File: src/rtl/irq_ctrl_if.sv
// Data-bus port bundle for irq_ctrl.
// Master drives the access; slave returns registered read data.
interface irq_ctrl_if #(
  parameter int ADDR_W = 32
);
  logic [ADDR_W-1:0] addr;
  logic [31:0]       data_w;
  logic              wr_en;
  logic [31:0]       data_r;

  modport master (
    output addr, data_w, wr_en,
    input  data_r
  );

  modport slave (
    input  addr, data_w, wr_en,
    output data_r
  );
endinterface

File: src/rtl/irq_ctrl.sv
// Memory-mapped interrupt flag controller with claim/complete encoder.
// Define IRQ_CTRL_SYNC_EN to add a 2-flop synchroniser on src.
module irq_ctrl #(
  parameter int NSRC   = 32,
  parameter int ADDR_W = 32
) (
  input  logic            clock,
  input  logic            reset,
  irq_ctrl_if.slave       bus,
  input  logic [NSRC-1:0] src,
  output logic            interrupt
);

  logic [NSRC-1:0] ien_q;
  logic [NSRC-1:0] if_q;
  logic [NSRC-1:0] edge_q;
  logic [NSRC-1:0] src_q;
  logic [NSRC-1:0] src_s;
  logic [NSRC-1:0] hw_set;
  logic [NSRC-1:0] sw_set;
  logic [NSRC-1:0] clr;
  logic [NSRC-1:0] pend;
  logic [31:0]     claim_id;
  logic [31:0]     rd;
  logic            off_ien;
  logic            off_if;
  logic            off_ifc;
  logic            off_ifs;
  logic            off_edge;
  logic            off_claim;

`ifdef IRQ_CTRL_SYNC_EN
  logic [NSRC-1:0] sync1;
  logic [NSRC-1:0] sync2;

  always_ff @(posedge clock or posedge reset) begin
    if (reset) begin
      sync1 <= '0;
      sync2 <= '0;
    end else begin
      sync1 <= src;
      sync2 <= sync1;
    end
  end

  assign src_s = sync2;
`else
  assign src_s = src;
`endif

  assign off_ien   = bus.addr == ADDR_W'(0);
  assign off_if    = bus.addr == ADDR_W'(1);
  assign off_ifc   = bus.addr == ADDR_W'(2);
  assign off_ifs   = bus.addr == ADDR_W'(3);
  assign off_edge  = bus.addr == ADDR_W'(4);
  assign off_claim = bus.addr == ADDR_W'(5);

  assign hw_set = (edge_q & src_s & ~src_q)
                | (~edge_q & src_s);
  assign sw_set = (bus.wr_en && off_ifs)
                ? bus.data_w[NSRC-1:0] : '0;
  assign pend   = if_q & ien_q;

  always_comb begin
    clr = '0;
    if (bus.wr_en && off_ifc)
      clr = bus.data_w[NSRC-1:0];
    for (int i = 0; i < NSRC; i++) begin
      if (bus.wr_en && off_claim
          && bus.data_w == 32'(i + 1))
        clr[i] = 1'b1;
    end
  end

  // Scan downward so the lowest pending index wins.
  always_comb begin
    claim_id = '0;
    for (int i = NSRC - 1; i >= 0; i--) begin
      if (pend[i])
        claim_id = 32'(i + 1);
    end
  end

  always_comb begin
    rd = '0;
    unique case (1'b1)
      off_ien:   rd = 32'(ien_q);
      off_if:    rd = 32'(if_q);
      off_edge:  rd = 32'(edge_q);
      off_claim: rd = claim_id;
      default:   rd = '0;
    endcase
  end

  always_ff @(posedge clock or posedge reset) begin
    if (reset) begin
      ien_q      <= '0;
      if_q       <= '0;
      edge_q     <= '0;
      src_q      <= '0;
      bus.data_r <= '0;
      interrupt  <= 1'b0;
    end else begin
      src_q      <= src_s;
      if_q       <= (if_q & ~clr) | hw_set | sw_set;
      bus.data_r <= rd;
      interrupt  <= |pend;
      if (bus.wr_en && off_ien)
        ien_q <= bus.data_w[NSRC-1:0];
      if (bus.wr_en && off_edge)
        edge_q <= bus.data_w[NSRC-1:0];
    end
  end

endmodule

File: src/flat_wrapper.sv
// flat-port wrapper written by rule: the top's interface ports become plain ports
module irq_ctrl_flat 
#(
  parameter int NSRC   = 32,
  parameter int ADDR_W = 32
)
  (clock, reset, src, interrupt, bus_addr, bus_data_w, bus_wr_en, bus_data_r);
  irq_ctrl_if #(.ADDR_W(ADDR_W)) bus_i ();
  input  logic clock;
  input  logic reset;
  input  logic [NSRC-1:0] src;
  output logic interrupt;
  input wire logic [$bits(bus_i.addr)-1:0] bus_addr;
  input wire logic [$bits(bus_i.data_w)-1:0] bus_data_w;
  input wire logic [$bits(bus_i.wr_en)-1:0] bus_wr_en;
  output wire logic [$bits(bus_i.data_r)-1:0] bus_data_r;
  assign bus_i.addr = bus_addr;
  assign bus_i.data_w = bus_data_w;
  assign bus_i.wr_en = bus_wr_en;
  assign bus_data_r = bus_i.data_r;
  irq_ctrl #(.NSRC(NSRC), .ADDR_W(ADDR_W)) u_core (.clock(clock), .reset(reset), .bus(bus_i), .src(src), .interrupt(interrupt));
endmodule
File: config.mk
export PLATFORM = sky130hd
export DESIGN_NAME = irq_ctrl_flat
export DESIGN_NICKNAME = d
export VERILOG_FILES = /design/src/rtl/irq_ctrl_if.sv /design/src/rtl/irq_ctrl.sv /design/src/flat_wrapper.sv
export SDC_FILE = /design/constraint.sdc
export NUM_CORES = 1
export LEC_CHECK = 0
export CAP_MARGIN = 25
export CORE_MARGIN = 2
export CORE_UTILIZATION = 57
export CTS_BUF_LIST = sky130_fd_sc_hd__clkbuf_16
export CTS_CLUSTER_SIZE = 25
export DETAILED_ROUTE_END_ITERATION = 8
export GPL_ROUTABILITY_DRIVEN = 1
export PLACE_DENSITY_LB_ADDON = 0.25
export SLEW_MARGIN = 15
export SYNTH_ARGS = -nofsm -noshare
export SYNTH_HDL_FRONTEND = slang
export SYNTH_SLANG_ARGS = --single-unit
File: constraint.sdc
create_clock -name clock -period 9.2 [get_ports clock]
set_input_delay 2.3 -clock clock [delete_from_list [all_inputs] [get_ports clock]]
set_output_delay 2.3 -clock clock [all_outputs]
set_load 0.01 [all_outputs]
# == Word-level counts from Yosys, hierarchy flattened ==
# Cells that the tools add are included.
# word_totals
register_bits,161
input_bits,99
# classes
eq_ne,37
n_mux,67
bitwise,11
n_reduce_logical,39
# op_table
operator,count
$eq 32x5->1 const B,16
$eq 32x4->1 const B,8
$eq 32x3->1 const B,6
$mux 6,32
$and 32x32->32,5
$eq 32x2->1 const B,4
$pmux 32 s4,1
$not 32->32,3
$or 32x32->32,3
$eq 32x1->1 const B,2
$mux 32,2
$logic_and 1x1->1,37
$eq 32x6->1 const B,1
$logic_not 32->1,1
$mux 1,32
$reduce_or 32->1,1

# == Depth between registers and ports, before layout ==
# depth
word_depth,34
ltp_mapped,9
mapped_depth_nobuf,7

# == Worst setup path after synthesis ==
# Ideal clock, no wire load.
# synth_path
path_kind,in2reg
startpoint,input bus_addr[20]
endpoint,register u_core.ien_q[10]
setup_ns,0.125
t_arrival_ns,4.205
path_slack_ns,4.870
cell_stages,9
n_path_buf,3
path_cell_list,or4_1 > nor4_2 > nand4bb_1 > buf_2 > nor3b_2 > nor2b_1 > clkbuf_2 > buf_4 > mux2_2
# synth_via
elab_chain_cells,2
# synth_lines
element,line_no,rtl
"start, declared",flat_wrapper.sv:13,input wire logic [$bits(bus_i.addr)-1:0] bus_addr;
$logic_not 32->1,irq_ctrl.sv:51,assign off_ien = bus.addr == ADDR_W'(0);
$logic_and 1x1->1,irq_ctrl.sv:108,if (bus.wr_en && off_ien)
"end signal, assigned",irq_ctrl.sv:109,ien_q <= bus.data_w[NSRC-1:0];
"end, declared",irq_ctrl.sv:14,logic [NSRC-1:0] ien_q;
# Every way passes these cells.
# A chain may end at the register's enable or synchronous reset.

# == Worst setup path after layout ==
# layout_path
startpoint,input bus_addr[20]
endpoint,register u_core.ien_q[15]
# Same word-level chain as after synthesis.

==> run metrics <==
run status=completed; post-route cell area=0.00942 sq mm; Synth Flop Type=dfrtp_1; syn_nets=846; Area after DPL=0.00879 sq mm; setup violators final=0; drt via density=6.31; Area Growth Syn to Fin=27.8%; CP max stage delay=0.70 ns; Post-DP HPWL=14100 microns; first drt pass iteration count=6; setup TNS=0 ns; DIE WIDTH=118 microns; Critical Path Fanout Max=34; Rel. slew slack=0.459; Tightest Pin Transition=0.808 ns; Initial Util=0.584; synthesized cell area=0.00737 sq mm; Max Cap Viol=0; Avg Cell Area, Syn=9.87 sq um; LEAKAGE=4.06 nW; Final period util=0.571; CP delay by family, top=simple AND/OR/NAND/NOR gates; Core Area=0.0126 sq mm; Finished Core Util=0.746; clk buf depth=2; Max IR drop VDD=0.116 mV; clock-pin slew on the worst setup and hold paths=0.06 ns; min cycle time layout=5.25 ns; Syn Inst Count=747; clk_skew=0.00598 ns; Die ar.=0.0139 sq mm; clk root buf=clkbuf_16; Initial DRC Count=853; Synthesis Warnings=0; final non-filler cell total=1054; Setup crit end=u_core.ien_q[15]; Fmax achieved=190 MHz; Worst Path Buf+Inv=3; WP depth=9; Sink Count=161; Post-synth EDFFs=0; CP arrival=5.56 ns; # rows=41; sequential element share of the synthesized area=0.547; largest net degree at the start of global routing=83; Via Count=6650; Setup crit start kind=primary input; Detailed Route WL=21900 microns; share of post-route cells with drive strength above 1=0.0930; GPL Wtd Cong=0.919; FFs w/ async S/R, synth=1.00; Hold Buf Count CTS=0; total power=1.55 mW; critical path data required time=9.51 ns; overall overflow remaining after global route=0; CP most frequent cell=buf_4; final count of hold timing violations=0; CP Launch Point=bus_addr[20]; DRC viols=0; worst path cell trace=clkdlybuf4s50_1 > or4_1 > nor4_2 > nand4bb_1 > buf_4 > nor3b_2 > nor2b_2 > buf_4 > mux2_2; Post-Place Cells=1021; flops & latches, synth=161; Clk Latency, worst-skew pair=0.43 ns; global-route wire length before repair=34500 microns; pwr dens=165 mW/mm^2; post_cts resized=0; WS Path Type=in -> reg; Synth cell types=51; number of buffers created by CTS=17; # H-tree levels=4; Final nets=968; wire length per cell=20.7 microns; initial antenna violation count=0; CTS tree=built; Ports=132; Setup WS pre-CTS=3.52 ns; Critical-path top delay cell=nor2b_2; Slew Viols, Final=0; worst r2r path cells=7; reg-to-reg endpoint=u_core.bus.data_r[1]; ant diodes=0; r2r setup slk=6.96 ns; Tot GR Track Use=0.320; number of global-route vias before repair=6650; RSZ-0062 raised after global routing=no; Post CTS Setup Buffer Count=0; IO buf count=131; worst hold slack=0.508 ns; antenna-violating nets left=0; Crit. End Element=register; FILL cells=909; chip height=118 microns; Final WS setup=3.95 ns; R2R Path Start=u_core.if_q[22]; Min-Delay Path Class=reg -> reg
## power by group
| part | switching, mW | internal [mW] | leakage [nW] |
|---|---|---|---|
| clock network | 0.278 | 0.447 | 0.295 |
| logic | 0.0595 | 0.0518 | 1.76 |
| registers | 0.00211 | 0.715 | 2.01 |
## cells in the mapped netlist (all sizes together), types with 2 or more instances
master  count  area share
a211oi      2      0.0020
a21oi      40       0.027
a222oi      2      0.0027
a22o        3      0.0036
a22oi      33       0.034
a311oi      2      0.0024
a32oi       2      0.0024
and2        2      0.0017
and3b       3      0.0036
and4        2      0.0024
buf        11       0.011
clkbuf     27       0.014
dfrtp     161        0.55
inv        33       0.017
mux2       37       0.057
mux2i      31       0.042
nand2     102       0.052
nand2b      3      0.0036
nand3      11      0.0075
nand3b      3      0.0031
nand4       6      0.0051
nand4b      2      0.0024
nor2       64       0.033
nor2b       3      0.0025
nor3       30       0.020
nor4       14       0.014
o211ai      4      0.0041
o21ai      93       0.063
o22ai       4      0.0034
or3         3      0.0025
## logic make-up (layout without fill, tap and decap cells)
logic type      count (synthesis)  count (layout)  synth area share
simple gates                  254             254             0.160
buf+inv                        71             206            0.0413
compound gates                192             192             0.152
flops                         161             161             0.547
xor+xnor                        1               1           0.00119
mux                            68              68            0.0986
## worst min-delay path by stage
stage / startpoint / endpoint / cells after the start
finish: u_core.edge_q[22] / u_core.edge_q[22] / 2
global route: u_core.edge_q[16] / u_core.edge_q[16] / 2
global placement: u_core.edge_q[16] / u_core.edge_q[16] / 2
CTS: u_core.edge_q[16] / u_core.edge_q[16] / 2
floorplan: u_core.edge_q[10] / u_core.edge_q[10] / 2
detailed placement: u_core.edge_q[20] / u_core.edge_q[20] / 2
## cell type report
class / instances / area, sq um / area share
repair buffers: 141 / 1400 / 0.149
clock buffers: 17 / 425 / 0.0452
well taps: 172 / 215 / 0.0228
inverters: 33 / 129 / 0.0137
clock inverters: 15 / 178 / 0.0189
multi-input cells: 515 / 3040 / 0.323
flip-flops and latches: 161 / 4030 / 0.428
## layer usage
layer	track usage	up-vias	wire length, microns
li1	-	2900	-
met3	0.0756	70	1990
met1	0.410	3286	8560
met4	0.119	0	650
met2	0.532	394	10700
met5	0	-	0
## flip-flops by register name, summed over array words and instances (netlist names)
| signal | count |
|---|---|
| u_core.bus.data_r | 32 |
| u_core.edge_q | 32 |
| u_core.ien_q | 32 |
| u_core.if_q | 32 |
| u_core.src_q | 32 |
| u_core.interrupt | 1 |
## cell usage in the layout, fill, tap and decap left out, drive strengths merged, types with 4 or more instances in the layout
master,Yosys,final
nand4,6,6
bufinv,0,4
clkbuf,27,17
o21ai,93,93
o22ai,4,4
mux2i,31,31
nor4,14,14
nand3,11,11
nand2,102,102
o211ai,4,4
mux2,37,37
inv,33,37
clkdlybuf4s50,0,130
dfrtp,161,161
buf,11,11
a22oi,33,33
nor2,64,64
clkinvlp,0,4
nor3,30,30
a21oi,40,40
## worst reg2reg max path, cell delays in order (launching register included)
cell and delay, ns:
dfrtp_1 0.43, a22o_1 0.31, a311oi_1 0.32, o211ai_1 0.17
a311oi_1 0.34, o21ai_0 0.17, a21boi_0 0.20, o22ai_1 0.14
Power figures use the tool's default switching activity.
==> variant 1 (config.mk and constraints unchanged) <==
Build with the macro `IRQ_CTRL_SYNC_EN` defined.
--- a/src/rtl/irq_ctrl.sv
+++ b/src/rtl/irq_ctrl.sv
@@ -2,2 +2,4 @@
 // Define IRQ_CTRL_SYNC_EN to add a 2-flop synchroniser on src.
+`define IRQ_CTRL_SYNC_EN
+
 module irq_ctrl #(
Formal check against the unedited RTL: not equivalent (a bounded check fails within 4 cycles, from zero or initial values and one cycle with reset high).
==> variant 1 against the unedited design <==
- routed wire length increased by 12%
- via count increased by 0.62%
- area after synthesis increased by 23%
- critical path type unchanged
- combinational power decreased by 10%
- clock power increased by 42%
- sequential cell count increased by 64
- setup slack improved by 160 ps
- first-iteration DRC count increased by 8.3%
- power increased by 38%
- largest power group unchanged
- final area increased by 22%
==> variant 1: results (changes against the unedited design) <==
| Metric | Value |
|---|---|
| Post-route non-filler standard cell count | `1,039 (-1.4%)` |
| Fraction of area in clock buffers and inverters | `7.564% (+1.2 points)` |
| CP max stage cell | `sky130_fd_sc_hd__nor4_1` |
| Worst slack after detailed placement | `3660 ps (+138.2 ps)` |
| Register share of the cell area | `49.05% (+6.3 points)` |
| Worst-Skew Late Latency | `510 ps (+80 ps)` |
| Global-route track usage on met2 | `48.66% (-4.5 points)` |
| CTS Buffer Depth | `3 (+1)` |
| Highest cell delay on the worst timing path | `1010 ps (+310 ps)` |
| Half-perimeter wire length after detailed placement | `16,120 um (+14%)` |
| Result of the run | `finished clean` |
| R2r endpoint | `u_core.bus.data_r[5]$_DFF_PP0_` |
| Total instance count after detailed placement | `993 (-2.7%)` |
| Hold path endpoint | `u_core.src_s[25]$_DFF_PP0_` |
| Reported leakage power | `0.005137 uW (+26%)` |
| Multi-In Gates | `376 (-27%)` |
| CTS Buf Count | `24 (+7)` |
| Startpoint of the lowest-slack register-to-register path | `u_core.if_q[9]$_DFF_PP0_` |
| Hold path startpoint | `u_core.sync1[25]$_DFF_PP0_` |
| Met3 WL post-DR | `2015 um (+1.4%)` |
| Critical path startpoint | `bus_data_w[30]` |
| Number of cells traversed by the worst register-to-register path | `5 (-2)` |
| Share of synthesized area spent on multiplexers | `8.387% (-1.5 points)` |
| Sequential cell area fraction in the yosys report | `61.97% (+7.3 points)` |
| Met1 track demand over resource | `39.05% (-1.9 points)` |
| Leading cell types by total area after synthesis | `sky130_fd_sc_hd__dfrtp_1 62%, sky130_fd_sc_hd__mux2_1 5.3%, sky130_fd_sc_hd__a221o_1 3.7%` |
| Tot GR Track Use | `29.14% (-2.8 points)` |
| Number of global-route vias before repair | `6,841 (+2.9%)` |
| Count of plain and timing-repair buffers in the layout | `139 (-1.4%)` |
| #FFs+latches synth | `225 (+40%)` |
| Capture point of the worst path | `u_core.if_q[24]$_DFF_PP0_` |
[variant 1: cell count changes after synthesis, moves of 15 or more]
cell | unedited run | this run
sky130_fd_sc_hd__nor2_1 | 64 | 13
sky130_fd_sc_hd__mux2_1 | 0 | 43
sky130_fd_sc_hd__o21ai_0 | 70 | 3
sky130_fd_sc_hd__a21oi_1 | 40 | 4
sky130_fd_sc_hd__clkbuf_1 | 26 | 5
sky130_fd_sc_hd__a222oi_1 | 2 | 25
sky130_fd_sc_hd__dfrtp_1 | 161 | 225
sky130_fd_sc_hd__mux2_2 | 37 | 22
sky130_fd_sc_hd__a221o_1 | 1 | 34
sky130_fd_sc_hd__mux2i_1 | 31 | 3
sky130_fd_sc_hd__nand2_1 | 102 | 46
sky130_fd_sc_hd__o21ai_1 | 23 | 0
sky130_fd_sc_hd__nor3_1 | 30 | 7
sky130_fd_sc_hd__a21boi_0 | 1 | 32
==> variant 2 (config.mk and constraints unchanged) <==
Made on the original files. `if_q` no longer has a reset.
--- a/src/rtl/irq_ctrl.sv
+++ b/src/rtl/irq_ctrl.sv
@@ -97,3 +97,2 @@
       ien_q      <= '0;
-      if_q       <= '0;
       edge_q     <= '0;
@@ -104,3 +103,2 @@
       src_q      <= src_s;
-      if_q       <= (if_q & ~clr) | hw_set | sw_set;
       bus.data_r <= rd;
@@ -114,2 +112,6 @@
 
+  always_ff @(posedge clock) begin
+    if_q <= (if_q & ~clr) | hw_set | sw_set;
+  end
+
 endmodule
Formal check against the unedited RTL: not equivalent (Yosys sat finds a counterexample within 4 cycles, from zero or initial values and one cycle with reset high).
==> variant 2 against the unedited design <==
- combinational power decreased by 4%
- routed wire length decreased by 5.4%
- die area decreased by 2.1%
- clock skew about the same
- setup slack improved by 240 ps
- power decreased by 4.9%
- sequential share of layout area decreased by 0.67 points
- sequential cell count unchanged
- final area decreased by 2.4%
- first-iteration DRC count decreased by 22%
- area after synthesis decreased by 2.2%
- global-route usage about the same
- largest cell class unchanged
- highest routed layer is now met5
==> variant 2: results (changes against the unedited design) <==
| Metric | Value |
|---|---|
| Post-Synthesis Mean Instance Area | `9.651 um2 (-2.2%)` |
| Wire length of the first global-routing pass | `32,620 um (-5.6%)` |
| CP max stage cell | `sky130_fd_sc_hd__or4_1` |
| Post-synthesis share of cell area spent on full adders, half adders and majority gates | `0% (unchanged)` |
| Most numerous cell types in the synthesized netlist | `129 x sky130_fd_sc_hd__dfrtp_1, 102 x sky130_fd_sc_hd__nand2_1, 70 x sky130_fd_sc_hd__o21ai_0, 64 x sky130_fd_sc_hd__nor2_1, 40 x sky130_fd_sc_hd__a21oi_1` |
| WL met1 | `8556 um (about the same)` |
| Count of cells along the worst hold path | `2 (unchanged)` |
| Number of global-route vias before repair | `6,559 (-1.4%)` |
| Iter 0 DRT Violations | `667 (-22%)` |
| Synthesized-area fraction occupied by ao, oa, aoi and oai cells | `15.57% (+0.34 points)` |
| Actual transition at the worst max-transition pin | `756.3 ps (-51.65 ps)` |
| Topmost layer with routed signal wires | `met5` |
| Total instance count after detailed placement | `1,021 (unchanged)` |
| Share of post-route cells with drive strength above 1 | `8.967% (-0.33 points)` |
| Half-perimeter wire length after detailed placement | `14,180 um (+0.30%)` |
| Share of synthesized area spent on multiplexers | `10.08% (+0.22 points)` |
| GR met3 Demand/Resource | `5.553% (-2.0 points)` |
| CP delay by family, top | `simple AND/OR/NAND/NOR gates` |
| Met1 track demand over resource | `41.90% (+0.95 points)` |
| Vias/cell | `6.061 (-3.9%)` |
| CTS Buf Count | `17 (unchanged)` |
| Critical Path AT | `5320 ps (-240 ps)` |
| Async set-or-reset flop fraction in the synthesized netlist | `80.12% (-20 points)` |
| Largest net degree at the start of global routing | `80 (-3.6%)` |
| Peak supply drop | `0.1129 mV (-2.7%)` |
| Instance area after placement | `8626 um2 (-1.9%)` |
| Leading cell types by total area after synthesis | `sky130_fd_sc_hd__dfrtp_1 45%, sky130_fd_sc_hd__dfxtp_1 8.9%, sky130_fd_sc_hd__mux2_2 5.8%` |
| Reported leakage power | `0.004029 uW (-0.86%)` |
| Xor/xnor cell area share of the yosys netlist | `0.1215% (+0.0026 points)` |
| Worst slack after detailed placement | `3732 ps (+209.9 ps)` |
| Antenna diodes | `0 (unchanged)` |
| Number of antenna violations at the first check in global routing | `1 (+1)` |
| Pre-antenna DRT Iters | `7 (+1)` |
| Routability cong. | `0.8845 (-3.8%)` |
| Internal power consumption | `1152 uW (-5.1%)` |
| Met3 WL post-DR | `1416 um (-29%)` |
| Routed wire length per instance | `19.64 um (-5.3%)` |
| Result of the run | `finished clean` |
| Routed length on met2 | `10,220 um (-4.1%)` |
| Global-route track usage on met2 | `52.87% (-0.29 points)` |
| Sequential cell area fraction in the yosys report | `53.66% (-1.0 points)` |
| Number of distinct library cells after synthesis | `52 (+2.0%)` |
| Tot GR Track Use | `31.96% (about the same)` |
[variant 2: changes by cell type after synthesis, sizes merged]
cell,delta
dfrtp,-32
dfxtp,+32
[variant 2: worst reg2reg max path, cell delays in order, from the launching register on]
cell and delay [ps]:
sky130_fd_sc_hd__dfrtp_1 410, sky130_fd_sc_hd__a22o_1 260, sky130_fd_sc_hd__a311oi_1 390, sky130_fd_sc_hd__o211ai_1 180, sky130_fd_sc_hd__a311oi_1 370, sky130_fd_sc_hd__o21ai_0 150
sky130_fd_sc_hd__a21boi_0 190, sky130_fd_sc_hd__o22ai_1 140
[variant 2: layout make-up]
type	instances	area, um2
sequential	161	3869
multi-input combinational	515	3042
inverter	33	126.4
fill	924	3277
clock buffer	17	425.4
timing repair buffer	141	1401
clock inverter	14	110.1
tap	172	215.2
[variant 2: path summary, 6_finish.rpt]
| path | startpoint | endpoint | slack (ps) |
|---|---|---|---|
| max | bus_addr[20] | u_core.ien_q[16]$_DFFE_PP0P_ | 4190 |
| min | u_core.if_q[13]$_DFF_P_ | u_core.if_q[13]$_DFF_P_ | 510 |
| max reg2reg | u_core.ien_q[30]$_DFFE_PP0P_ | u_core.bus.data_r[1]$_DFF_PP0_ | 6960 |
| min reg2reg | u_core.if_q[13]$_DFF_P_ | u_core.if_q[13]$_DFF_P_ | 510 |
| max in group asynchronous | reset | u_core.bus.data_r[10]$_DFF_PP0_ | 6140 |
| min in group asynchronous | reset | u_core.bus.data_r[22]$_DFF_PP0_ | 2170 |
[variant 2: power by group through the flow]
stage          logic [uW]  clock network, uW  registers [uW]
2_1_floorplan        38.8                  0             728
3_3_place_gp          102                  0             728
3_5_place_dp          104                  0             728
4_1_cts               105                659             715
5_1_grt               115                686             715
6_report              107                655             715
